<file path="src/rtl/lfsr_gen.sv">
// lfsr_gen: parametrised Galois LFSR with seed load, zero-seed protection,
// period-wrap pulse and a flow-controlled serial snapshot port (LSB first).
module lfsr_gen #(
  parameter int               WIDTH        = 8,
  parameter logic [WIDTH-1:0] TAPS         = 8'hB8,
  parameter logic [WIDTH-1:0] DEFAULT_SEED = 8'h01
) (
  input  logic             clk,
  input  logic             rst,
  input  logic             load,
  input  logic [WIDTH-1:0] seed,
  input  logic             enable,
  input  logic             out_req,
  input  logic             out_ready,
  output logic             out_bit,
  output logic             out_valid,
  output logic             out_last,
  output logic             busy,
  output logic [WIDTH-1:0] lfsr_state,
  output logic             wrap,
  output logic             zero_seed
);

  localparam int             CW   = $clog2(WIDTH);
  localparam logic [CW-1:0]  LAST = CW'(WIDTH - 1);

  typedef enum logic {IDLE, SHIFT} state_t;

  // One Galois step: shift right, fold the feedback mask in when the
  // outgoing bit is set.
  function automatic logic [WIDTH-1:0] lfsr_step(input logic [WIDTH-1:0] s);
    return {1'b0, s[WIDTH-1:1]} ^ ({WIDTH{s[0]}} & TAPS);
  endfunction

  logic [WIDTH-1:0] lfsr;
  logic [WIDTH-1:0] start;
  logic [WIDTH-1:0] step_nxt;
  logic [WIDTH-1:0] snap;
  logic [CW-1:0]    cnt;
  state_t           state;

  assign step_nxt   = lfsr_step(lfsr);
  assign lfsr_state = lfsr;

  // LFSR register, period start value and the wrap / zero-seed event pulses.
  always_ff @(posedge clk) begin
    if (rst) begin
      lfsr      <= DEFAULT_SEED;
      start     <= DEFAULT_SEED;
      wrap      <= 1'b0;
      zero_seed <= 1'b0;
    end else begin
      wrap      <= 1'b0;
      zero_seed <= 1'b0;
      if (load) begin
        if (seed == '0) begin
          // A zero seed would lock the register forever; substitute the default.
          lfsr      <= DEFAULT_SEED;
          start     <= DEFAULT_SEED;
          zero_seed <= 1'b1;
        end else begin
          lfsr  <= seed;
          start <= seed;
        end
      end else if (enable) begin
        lfsr <= step_nxt;
        wrap <= (step_nxt == start);
      end
    end
  end

  // Snapshot shift register: data only, so it carries no reset. It is
  // loaded from the pre-update LFSR value and shifts once per handshake.
  always_ff @(posedge clk) begin
    if (state == IDLE && out_req) begin
      snap <= lfsr;
    end else if (state == SHIFT && out_ready) begin
      snap <= snap >> 1;
    end
  end

  // Serial transfer FSM with registered handshake outputs.
  always_ff @(posedge clk) begin
    if (rst) begin
      state     <= IDLE;
      cnt       <= '0;
      out_bit   <= 1'b0;
      out_valid <= 1'b0;
      out_last  <= 1'b0;
      busy      <= 1'b0;
    end else begin
      case (state)
        IDLE: begin
          if (out_req) begin
            state     <= SHIFT;
            cnt       <= '0;
            out_bit   <= lfsr[0];
            out_valid <= 1'b1;
            out_last  <= (LAST == '0);
            busy      <= 1'b1;
          end
        end
        SHIFT: begin
          if (out_ready) begin
            if (cnt == LAST) begin
              state     <= IDLE;
              out_valid <= 1'b0;
              out_last  <= 1'b0;
              busy      <= 1'b0;
            end else begin
              cnt      <= cnt + 1'b1;
              out_bit  <= snap[1];
              out_last <= ((cnt + 1'b1) == LAST);
            end
          end
        end
        default: begin
          state <= IDLE;
        end
      endcase
    end
  end

endmodule
</file>
<file path="config.mk">
export PLATFORM = sky130hd
export DESIGN_NAME = lfsr_gen
export DESIGN_NICKNAME = d
export VERILOG_FILES = /design/src/rtl/lfsr_gen.sv
export SDC_FILE = /design/constraint.sdc
export NUM_CORES = 1
export LEC_CHECK = 0
export ABC_AREA = 1
export BUFFER_PORTS_ARGS = -buffer_cell sky130_fd_sc_hd__buf_2
export CAP_MARGIN = 20
export CORE_ASPECT_RATIO = 0.75
export CORE_UTILIZATION = 52
export CTS_CLUSTER_DIAMETER = 80
export DETAILED_ROUTE_END_ITERATION = 7
export PLACE_DENSITY = 0.83
export REMOVE_ABC_BUFFERS = 1
export SLEW_MARGIN = 20
export SYNTH_ARGS = -nofsm -noshare
export SYNTH_HDL_FRONTEND = slang
export SYNTH_SLANG_ARGS = --single-unit
</file>
<file path="constraint.sdc">
create_clock -name clk -period 2.8 [get_ports clk]
set_input_delay 0.42 -clock clk [delete_from_list [all_inputs] [get_ports clk]]
set_output_delay 0.42 -clock clk [all_outputs]
set_load 0.05 [all_outputs]
</file>
* After elaboration in Yosys (flattened, before gate mapping)
Index checks and enable logic that the tools add are counted. W data, S select, Z words.
Cells by class: add/sub/neg operators 1, eq/ne operators 7, muxes and demuxes 26, bitwise gates (word level) 4, reduce and logical (&&, ||, !) cells 10
Operator list (number):
- $mux W8 | 5
- $mux W1 | 13
- $mux W3 | 3
- $eq A8 B8 Y1 | 1
- $logic_not A8 Y1 | 1
- $pmux W1 S2 | 4
- $xor A7 B8 Y8 | 1
- $eq A3 B3 Y1 const B | 2
- $ne A2 B2 Y1 const B | 3
- $pmux W3 S2 | 1
- $reduce_and A3 Y1 | 2
- $reduce_bool A2 Y1 | 2
- $add A3 B1 Y3 const B | 1
- $not A1 Y1 | 3
- $reduce_or A3 Y1 | 1
- $logic_and A1 B1 Y1 | 2
- $ne A2 B1 Y1 const B | 1
- $reduce_and A2 Y1 | 1
- $reduce_or A2 Y1 | 1
Storage, ports and cells: register bits after elaboration 33, bits of input ports 14, output and inout bits 14, logic and storage cells 58

* Logic depth before layout (Yosys ltp)
Gate-level depths: netlist of the first run.
depth in word-level cells 5, gate-level depth with buffers 9, mapped depth without buffers 9

* Worst setup path after synthesis of the first run
No wires, ideal clock.
path type reg2reg, start point reg lfsr[0], in the netlist lfsr_state[0], end point reg wrap, library setup time 0.111 ns, data arrival time 1.231 ns, data required time 2.689 ns, setup slack 1.457 ns, stages on the path, launching flop included 8, path buffers 0, period minus slack after synthesis 1.343 ns, cells stage by stage dfxtp_1 inv_1 nand2_1 nand2_1 nand2_1 nand2_1 nand3_1 nor2_1
On the way: longest elaborated chain between the ends 2
RTL lines:
- start, declared | line 35 | logic [WIDTH-1:0] lfsr;
- start signal, assigned | line 66 | lfsr <= step_nxt;
- $xor A7 B8 Y8 | line 32 | return {1'b0, s[WIDTH-1:1]} ^ ({WIDTH{s[0]}} & TAPS);
- $eq A8 B8 Y1 | line 67 | wrap <= (step_nxt == start);
- end signal, assigned | line 67
- end, declared | line 20 | output logic wrap,
Every way passes these cells. A chain may end at the register's enable or synchronous reset.

* Worst setup path after layout of the first run
start point reg lfsr[0], in the netlist lfsr_state[0], end point out lfsr_state[0]
RTL lines:
- end, declared | line 19 | output logic [WIDTH-1:0] lfsr_state,
No word-level cell between the ends.

==> flow_metrics.env, run 1 <==
export IMPL_status="completed"
export IMPL_post_synth_top_count_cell="nand2_1"
export IMPL_rsz0062_at_grt="no"
export IMPL_cts_hold_buf=0
export IMPL_required_ns=2.38
export IMPL_synth_xor_area_share_pct=2.36
export IMPL_synth_edff_count=7
export IMPL_hold_end="start[0]$_SDFFE_PP1P_"
export IMPL_final_util_pct=63.9
export IMPL_end_kind="output port"
export IMPL_initial_core_util_pct=55.7
export IMPL_antenna_cells=0
export IMPL_setup_viol=0
export IMPL_startpoint_type="flip-flop"
export IMPL_synth_area_leaders="dfxtp_1, nand2_1, edfxtp_1, o21ai_0, inv_1"
export IMPL_synthCells=193
export IMPL_r2r_start="cnt[0]$_SDFFE_PP0P_"
export IMPL_report_final_hold_viol_count=0
export IMPL_ys_ff_latch=32
export IMPL_portBuffers=27
export IMPL_grt_pass1_wl_mm=4.84
export IMPL_initialDrtViolationCount=125
export IMPL_setup_tns_ns=0
export IMPL_synth_compound_area_share_pct=13.7
export IMPL_min_path_type="input port to flip-flop"
export IMPL_cap_violations=0
export IMPL_ios=28
export IMPL_total_leakage_power_nw=0.794
export IMPL_wire_per_inst_um=12.2
export IMPL_route_detailed_drc=0
export IMPL_avgSynthCellArea_um2=7.68
export IMPL_dp_hpwl_mm=2.28
export IMPL_insertion_delay_ns=0.29
export IMPL_cp_data_arrival_time_ns=1.09
export IMPL_holdPathStages=3
export IMPL_layout_drive_gt1_share_pct=18.9
export IMPL_die_w_um=63.7
export IMPL_cp_top_family="flip-flops"
export IMPL_max_freq_mhz=664
export IMPL_cts_root_buffer="clkbuf_8"
export IMPL_worst_setup_path_type="flip-flop to output port"
export IMPL_final_antenna_net_count=0
export IMPL_clk_pin_slew_ns=0.06
export IMPL_cts_made_buffers=5
export IMPL_fillers=243
export IMPL_finalClockSkew_ns=0.00466
export IMPL_max_slew_margin_pct=65.3
export IMPL_period_share_pct=53.8
export IMPL_powerDensity_mw_per_mm2=620
export IMPL_finalNetCount=238
export IMPL_yosys_area_share_adder_pct=2.53
export IMPL_critical_path_max_fanout=7
export IMPL_synth_top_family_by_area="simple AND/OR/NAND/NOR gates"
export IMPL_die_area_mm2=0.00307
export IMPL_routabilityCongestion=0.871
export IMPL_core_area_mm2=0.00266
export IMPL_yosys_area_share_simple_pct=24.2
export IMPL_worst_slew_pin_transition_ns=0.521
export IMPL_seq_area_um2=711
export IMPL_grt_util_all_layers_pct=22.2
export IMPL_crit_buf_inv=1
export IMPL_min_delay_start="seed[0]"
export IMPL_crit_chain="buf_2"
export IMPL_yosysTopAreaCell="dfxtp_1"
export IMPL_grt_antenna_before_repair=0
export IMPL_num_vias=1275
export IMPL_cp_slowest_cell="dfxtp_1"
export IMPL_fp_dieH_um=48.2
export IMPL_multi_input_comb_area_um2=634
export IMPL_r2r_cells=8
export IMPL_period_needed_ns=1.51
export IMPL_post_cts_resized=0
export IMPL_netlist_top_cells_count="nand2_1, dfxtp_1, inv_1, o21ai_0, a21oi_1"
export IMPL_dr_pass1_iters=4
export IMPL_yosys_warnings=0
export IMPL_cpPeakStageDelay_ns=0.48
export IMPL_clock_sinks=32
export IMPL_htree_num_levels=2
export IMPL_rrSetupSlack_ns=1.43
export IMPL_ir_drop_uv=503
export IMPL_area_growth_pct=14.7
export IMPL_grt_pass1_vias=1043
export IMPL_grt_max_degree=17
export IMPL_ys_types=25
export IMPL_ys_async_sr_fraction_pct=0
export IMPL_wl_mm=3.14
export IMPL_cts_max_path_buffers=2
export IMPL_synth_mux_area_share_pct=0
export IMPL_fp_row_count=16
export IMPL_cts_tree="built"
export IMPL_syn_cell_area_mm2=0.00148
export IMPL_synth_ff_type="dfxtp_1"
export IMPL_r2r_end="out_bit$_SDFFE_PP0P_"
export IMPL_ys_seq_area_share_pct=47.9
export IMPL_grt_ovfl_total=0
export IMPL_maxSlewViolCount=0
export IMPL_yosys_area_top_type_share_pct=33.8
export IMPL_vias_per_cell=4.94
export IMPL_postCtsSetupBuffers=0
-- state kept, by name (all words and copies together) (netlist names) --
signal	count
start	8
wrap	1
busy	1
state	1
cnt	3
lfsr_state	8
zero_seed	1
snap	7
out_last	1
out_bit	1
-- routing by layer --
layer	share of wire (%)	vias to the layer above	track usage [%]	wire length, um
met4	1.9	0	11.8	61
met5	0	-	0	0
li1	-	673	-	-
met1	50	554	30.7	1570
met2	41	42	30.9	1300
met3	6.8	6	7.48	213
-- power breakdown --
group | leakage (nW) | switching, mW | internal (mW) | total (mW)
sequential | 0.276 | 0.0228 | 0.509 | 0.532
clock | 0.0422 | 0.161 | 0.174 | 0.335
combinational | 0.476 | 0.136 | 0.0517 | 0.188
total | 0.794 | 0.320 | 0.735 | 1.05
-- kinds of logic after synthesis --
kind of cell | Yosys count
DFF | 32
adders and majority gates | 3
and+or+nand+nor | 84
xor gates and xnor gates | 4
AOI/OAI and AO/OA | 39
buffers and inverters | 31
-- worst max-delay path by stage --
stage                                     from  cells after the start  slack (ns)                    to
global route        lfsr_state[0]$_SDFFE_PP1P_                      1        1.25         lfsr_state[0]
floorplan                    busy$_SDFFE_PP0P_                      0        1.46                  busy
detailed placement         cnt[0]$_SDFFE_PP0P_                      8        1.42  out_bit$_SDFFE_PP0P_
finish              lfsr_state[0]$_SDFFE_PP1P_                      1        1.29         lfsr_state[0]
CTS                 lfsr_state[0]$_SDFFE_PP1P_                      1        1.29         lfsr_state[0]
global placement           cnt[0]$_SDFFE_PP0P_                      8        1.40  out_bit$_SDFFE_PP0P_
-- worst register-to-register path, delay by kind of cell, from the launching register on --
family	cells	cell delay (ns)
compound gates	1	0.13
fa+ha+maj	2	0.37
buf+inv	1	0.08
flops	1	0.33
simple gates	4	0.37
-- cells in the final DEF (no fill, tap or decap) --
| cell type | netlist | final |
|---|---|---|
| clkbuf_1 | 1 | 2 |
| nor2_2 | 2 | 2 |
| nor2_4 | 2 | 2 |
| o21ai_1 | 1 | 1 |
| dfxtp_1 | 25 | 25 |
| xor2_1 | 3 | 3 |
| o21ai_0 | 21 | 21 |
| nand4_1 | 3 | 3 |
| nor2_1 | 11 | 11 |
| a21oi_1 | 14 | 14 |
| nor3_1 | 1 | 1 |
| nand2_4 | 1 | 1 |
| xnor2_1 | 1 | 1 |
| nand2_1 | 58 | 58 |
| o22ai_1 | 1 | 1 |
| clkinv_2 | 0 | 1 |
| inv_1 | 22 | 22 |
| ha_1 | 3 | 3 |
| nand3_1 | 6 | 6 |
| inv_2 | 3 | 3 |
| a21boi_0 | 1 | 1 |
| o21ai_2 | 1 | 1 |
| clkbuf_8 | 0 | 5 |
| buf_2 | 2 | 27 |
| edfxtp_1 | 7 | 7 |
-- final cells by class --
cell class                 count  area share (%)
clock buffer                   7            4.49
inverter                      25            5.52
multi-input combinational    130            37.3
tap                           36            2.65
timing repair buffer          27            7.95
sequential                    32            41.8
clock inverter                 1           0.294
-- through the flow --
stage / instances / worst slack [ns] / total power, mW / instance area (um^2) / hold WS, ns
after global placement: 250 / 1.40 / 0.724 / 1620 / 0.458
after detailed placement: 250 / 1.42 / 0.726 / 1620 / 0.463
final: 258 / 1.29 / 1.05 / 1700 / 0.420
after CTS: 258 / 1.29 / 1.06 / 1700 / 0.407
after global routing: 258 / 1.25 / 1.10 / 1700 / 0.442
after floorplan: 187 / 1.46 / 0.670 / 1440 / 0.437
Note: power is estimated with default switching activity, not from simulation.
==> inputs of run 2 (changes only) <==
Settings changed: CORE_UTILIZATION 52 to 48, PLACE_DENSITY 0.83 to 0.8.
Clock period 2.8 ns to 1.37 ns, I/O delays scaled along.
==> run 2 against run 1 <==
Final area is 3.3% higher. Global-route usage hardly changed. Clock skew is 0.0027 ns higher. Routed wire length is 0.54% lower. Die area is 8.0% higher. Power is 120% higher. First-iteration DRC count is 33% lower. Critical endpoint unchanged. Largest power group unchanged.
==> flow_metrics.env, run 2 (synthesis gave the netlist of run 1 again) <==
export IMPL_status="completed"
export IMPL_setup_tns_ns=0
export IMPL_fin_ws_ns=0.0838
export IMPL_crit_chain="buf_2"
export IMPL_cp_top_family="flip-flops"
export IMPL_layout_drive_gt1_share_pct=22.6
export IMPL_powerDensity_mw_per_mm2=1290
export IMPL_wl_mm=3.13
export IMPL_worst_path_stages=1
export IMPL_wire_per_inst_um=11.8
export IMPL_end_kind="output port"
export IMPL_initialDrtViolationCount=84
export IMPL_grt_pass1_wl_mm=5.35
export IMPL_fillers=272
export IMPL_routabilityCongestion=0.828
export IMPL_design_area_mm2=0.00176
export IMPL_cts_root_buffer="clkbuf_8"
export IMPL_antenna_cells=0
export IMPL_endpoint="lfsr_state[0]"
export IMPL_clock_sinks=32
export IMPL_min_path_type="input port to flip-flop"
export IMPL_vias_per_cell=5.03
export IMPL_initial_core_util_pct=50.5
export IMPL_grt_ovfl_total=0
export IMPL_max_freq_mhz=777
export IMPL_crit_buf_inv=1
export IMPL_worst_setup_path_type="flip-flop to output port"
export IMPL_cts_max_path_buffers=2
export IMPL_final_cell_mix="nand2_1, buf_2, dfxtp_1, inv_1, o21ai_0"
export IMPL_r2r_cells=8
export IMPL_route_detailed_drc=0
export IMPL_portBuffers=27
export IMPL_final_common_cell="nand2_1"
export IMPL_grt_antenna_before_repair=0
export IMPL_postCtsSetupBuffers=0
export IMPL_area_growth_pct=18.5
export IMPL_total_leakage_power_nw=0.825
export IMPL_cts_tree="built"
export IMPL_maxSlewViolCount=0
export IMPL_rsz0062_at_grt="yes"
export IMPL_dp_hpwl_mm=2.34
export IMPL_startpoint_type="flip-flop"
export IMPL_report_final_hold_viol_count=0
export IMPL_dp_slack_ns=0.00982
export IMPL_dr_pass1_iters=4
export IMPL_setup_viol=0
export IMPL_cp_startpoint="lfsr_state[0]$_SDFFE_PP1P_"
export IMPL_fp_row_count=17
export IMPL_r2r_end="out_bit$_SDFFE_PP0P_"
export IMPL_final_util_pct=59.8
export IMPL_period_share_pct=93.9
export IMPL_max_slew_margin_pct=78.1
export IMPL_die_area_mm2=0.00332
export IMPL_htree_num_levels=2
export IMPL_finalNetCount=242
export IMPL_grt_max_degree=17
export IMPL_clk_pin_slew_ns=0.07
export IMPL_fp_dieH_um=50.1
export IMPL_core_area_mm2=0.00294
export IMPL_die_w_um=66.2
export IMPL_cp_slowest_cell="dfxtp_1"
export IMPL_final_antenna_net_count=0
export IMPL_ios=28
export IMPL_min_delay_start="seed[4]"
export IMPL_cpPeakStageDelay_ns=0.47
export IMPL_required_ns=1.16
export IMPL_ir_drop_uv=911
export IMPL_period_needed_ns=1.29
export IMPL_cap_violations=0
export IMPL_critical_path_max_fanout=7
export IMPL_grt_pass1_vias=1166
export IMPL_rrSetupSlack_ns=0.10
export IMPL_r2r_start="cnt[0]$_SDFFE_PP0P_"
export IMPL_grt_util_all_layers_pct=22.2
export IMPL_cp_data_arrival_time_ns=1.08
export IMPL_worst_slew_pin_transition_ns=0.329
export IMPL_finalClockSkew_ns=0.00733
export IMPL_post_dp_cell_area_mm2=0.00165
export IMPL_num_vias=1327
export IMPL_cts_made_buffers=5
export IMPL_insertion_delay_ns=0.29
run 2: worst min-delay path by stage:
stage          depth (start not counted)                    endpoint  slack, ns
6_report                               3       start[4]$_SDFFE_PP0P_       0.21
4_1_cts                                3  lfsr_state[0]$_SDFFE_PP1P_       0.20
5_1_grt                                3  lfsr_state[0]$_SDFFE_PP1P_       0.22
2_1_floorplan                          1           busy$_SDFFE_PP0P_       0.27
3_5_place_dp                           2           busy$_SDFFE_PP0P_       0.47
3_3_place_gp                           2       start[7]$_SDFFE_PP0P_       0.46
run 2: metrics by stage:
stage          hold WS (ns)  instances  power [mW]
2_1_floorplan         0.275        187        1.37
3_3_place_gp          0.462        256        1.49
3_5_place_dp          0.469        256        1.50
4_1_cts               0.200        264        2.29
5_1_grt               0.216        264        2.38
6_report              0.205        264        2.27
run 2: per-layer routing:
layer | vias up | global-route usage [%] | routed length (um)
met5 | - | 0 | 0
met4 | 0 | 8.51 | 42
met3 | 5 | 6.14 | 164
met2 | 39 | 29.8 | 1290
met1 | 606 | 33.2 | 1630
li1 | 677 | - | -
run 2: report_power, final:
part,internal [mW],switching [mW]
Clock,0.458,0.333
Combinational,0.118,0.276
Sequential,1.04,0.0462
run 2: layout make-up:
class	instances	area (um^2)	share of cell area, %
timing repair buffer	31	165	9.40
sequential	32	713	40.6
multi-input combinational	130	637	36.3
clock buffer	8	100	5.70
tap	38	47.5	2.71
inverter	25	93.8	5.34
run 2: what timing repair did:
action / CTS / global route
resized for setup: 2 / 3
hold buffers: 0 / 0
setup endpoints to repair: 1 / 3
pin swaps: 1 / 1
==> inputs of run 3 (changes only) <==
Settings changed: CORE_ASPECT_RATIO 0.75 to not set.
==> run 3 against run 2 <==
Critical path type unchanged. Sequential share of layout area increased by 0.43 points. Final area decreased by 1.2%. Global-route usage decreased by 0.29 points. Largest cell class unchanged. The run now ends with DRC left. Cell count decreased by 1.9%.
==> flow_metrics.env, run 3 (synthesis gave the netlist of run 1 again) <==
export IMPL_cts_max_path_buffers=2
export IMPL_ir_drop_uv=733
export IMPL_cts_root_buffer="clkbuf_4"
export IMPL_status="finished with violations"
export IMPL_critical_path_max_fanout=7
export IMPL_wire_per_inst_um=12.0
export IMPL_r2r_start="cnt[1]$_SDFFE_PP0P_"
export IMPL_vias_per_cell=5.05
export IMPL_htree_num_levels=2
export IMPL_cpPeakStageDelay_ns=0.49
export IMPL_dr_pass1_iters=6
export IMPL_finalNetCount=244
export IMPL_cts_tree="built"
export IMPL_max_freq_mhz=750
export IMPL_crit_chain="clkbuf_4"
export IMPL_min_delay_start="rst"
export IMPL_fp_row_count=19
export IMPL_cts_hold_buf=0
export IMPL_total_power_mw=2.10
export IMPL_end_kind="output port"
export IMPL_num_vias=1308
export IMPL_final_common_cell="nand2_1"
export IMPL_clock_sinks=32
export IMPL_seq_area_um2=712
export IMPL_grt_pass1_vias=1250
export IMPL_cp_data_arrival_time_ns=1.13
export IMPL_final_util_pct=61.3
export IMPL_antenna_cells=0
export IMPL_dp_cells=250
export IMPL_initialDrtViolationCount=54
export IMPL_clk_pin_slew_ns=0.10
export IMPL_fp_dieH_um=57.6
export IMPL_dp_hpwl_mm=2.37
export IMPL_stdcell_count=259
export IMPL_cp_top_family="flip-flops"
export IMPL_period_needed_ns=1.33
export IMPL_dp_slack_ns=0.0207
export IMPL_setup_viol=0
export IMPL_failed_checks="DRC"
export IMPL_grt_util_all_layers_pct=21.9
export IMPL_core_area_mm2=0.00283
export IMPL_wl_mm=3.10
export IMPL_final_antenna_net_count=0
export IMPL_worst_slew_pin_transition_ns=0.296
export IMPL_startpoint_type="flip-flop"
export IMPL_finalClockSkew_ns=0.0103
export IMPL_final_cell_mix="nand2_1, buf_2, dfxtp_1, inv_1, o21ai_0"
export IMPL_cap_violations=0
export IMPL_grt_ovfl_total=0
export IMPL_crit_buf_inv=1
export IMPL_cp_slowest_cell="dfxtp_1"
export IMPL_required_ns=1.16
export IMPL_rsz0062_at_grt="yes"
export IMPL_cts_made_buffers=5
export IMPL_routabilityCongestion=0.821
export IMPL_total_leakage_power_nw=0.817
export IMPL_insertion_delay_ns=0.33
export IMPL_ios=28
export IMPL_powerDensity_mw_per_mm2=1210
export IMPL_die_area_mm2=0.00331
export IMPL_fillers=267
export IMPL_die_w_um=57.6
export IMPL_worst_setup_path_type="flip-flop to output port"
export IMPL_max_slew_margin_pct=80.3
export IMPL_area_growth_pct=17.0
export IMPL_route_detailed_drc=4
export IMPL_layout_drive_gt1_share_pct=23.7
export IMPL_multi_input_comb_area_um2=639
export IMPL_grt_antenna_before_repair=0
export IMPL_maxSlewViolCount=0
export IMPL_grt_max_degree=17
export IMPL_period_share_pct=97.4
export IMPL_cp_startpoint="lfsr_state[0]$_SDFFE_PP1P_"
export IMPL_initial_core_util_pct=52.4
export IMPL_min_path_type="input port to flip-flop"
export IMPL_fin_ws_ns=0.0359
export IMPL_portBuffers=27
export IMPL_grt_pass1_wl_mm=5.36
export IMPL_report_final_hold_viol_count=0
-- run 3: area by class of cell --
cell class,instances,share of cell area (%)
Clock buffer,8,3.97
Timing Repair Buffer,33,10.5
Sequential cell,32,41.0
Inverter,25,5.41
Multi-Input combinational cell,130,36.8
Tap cell,31,2.24
-- run 3: stage by stage --
stage | TNS, ns | area, um^2 | hold WS (ns)
floorplan | 0 | 1440 | 0.275
global placement | 0 | 1650 | 0.456
detailed placement | 0 | 1650 | 0.463
CTS | 0 | 1720 | 0.134
global route | -0.00889 | 1740 | 0.132
finish | 0 | 1740 | 0.135
-- run 3: path summary, 6_finish.rpt --
| path | end | slack, ns | cells after the start |
|---|---|---|---|
| worst max register to register | out_bit$_SDFFE_PP0P_ | 0.08 | 8 |
| worst min register to register | busy$_SDFFE_PP0P_ | 0.47 | 2 |
| worst min-delay path | state$_SDFF_PP0_ | 0.14 | 2 |
| worst max-delay path | lfsr_state[0] | 0.04 | 1 |
-- run 3: layer usage --
metal | GRT usage (%) | up-vias | routed length (um)
met5 | 0 | - | 0
met2 | 33.1 | 26 | 1450
met1 | 28.8 | 597 | 1430
li1 | - | 681 | -
met3 | 6.58 | 4 | 179
met4 | 10.1 | 0 | 40
-- run 3: what timing repair did --
item	CTS	global route
resized for setup	0	8
setup buffers	0	1
endpoints found under the setup margin	0	5
-- run 3: power breakdown --
| part | internal (mW) | leakage, nW | switching [mW] |
|---|---|---|---|
| sequential | 1.04 | 0.277 | 0.0426 |
| combinational | 0.121 | 0.502 | 0.279 |
| clock | 0.302 | 0.0386 | 0.312 |
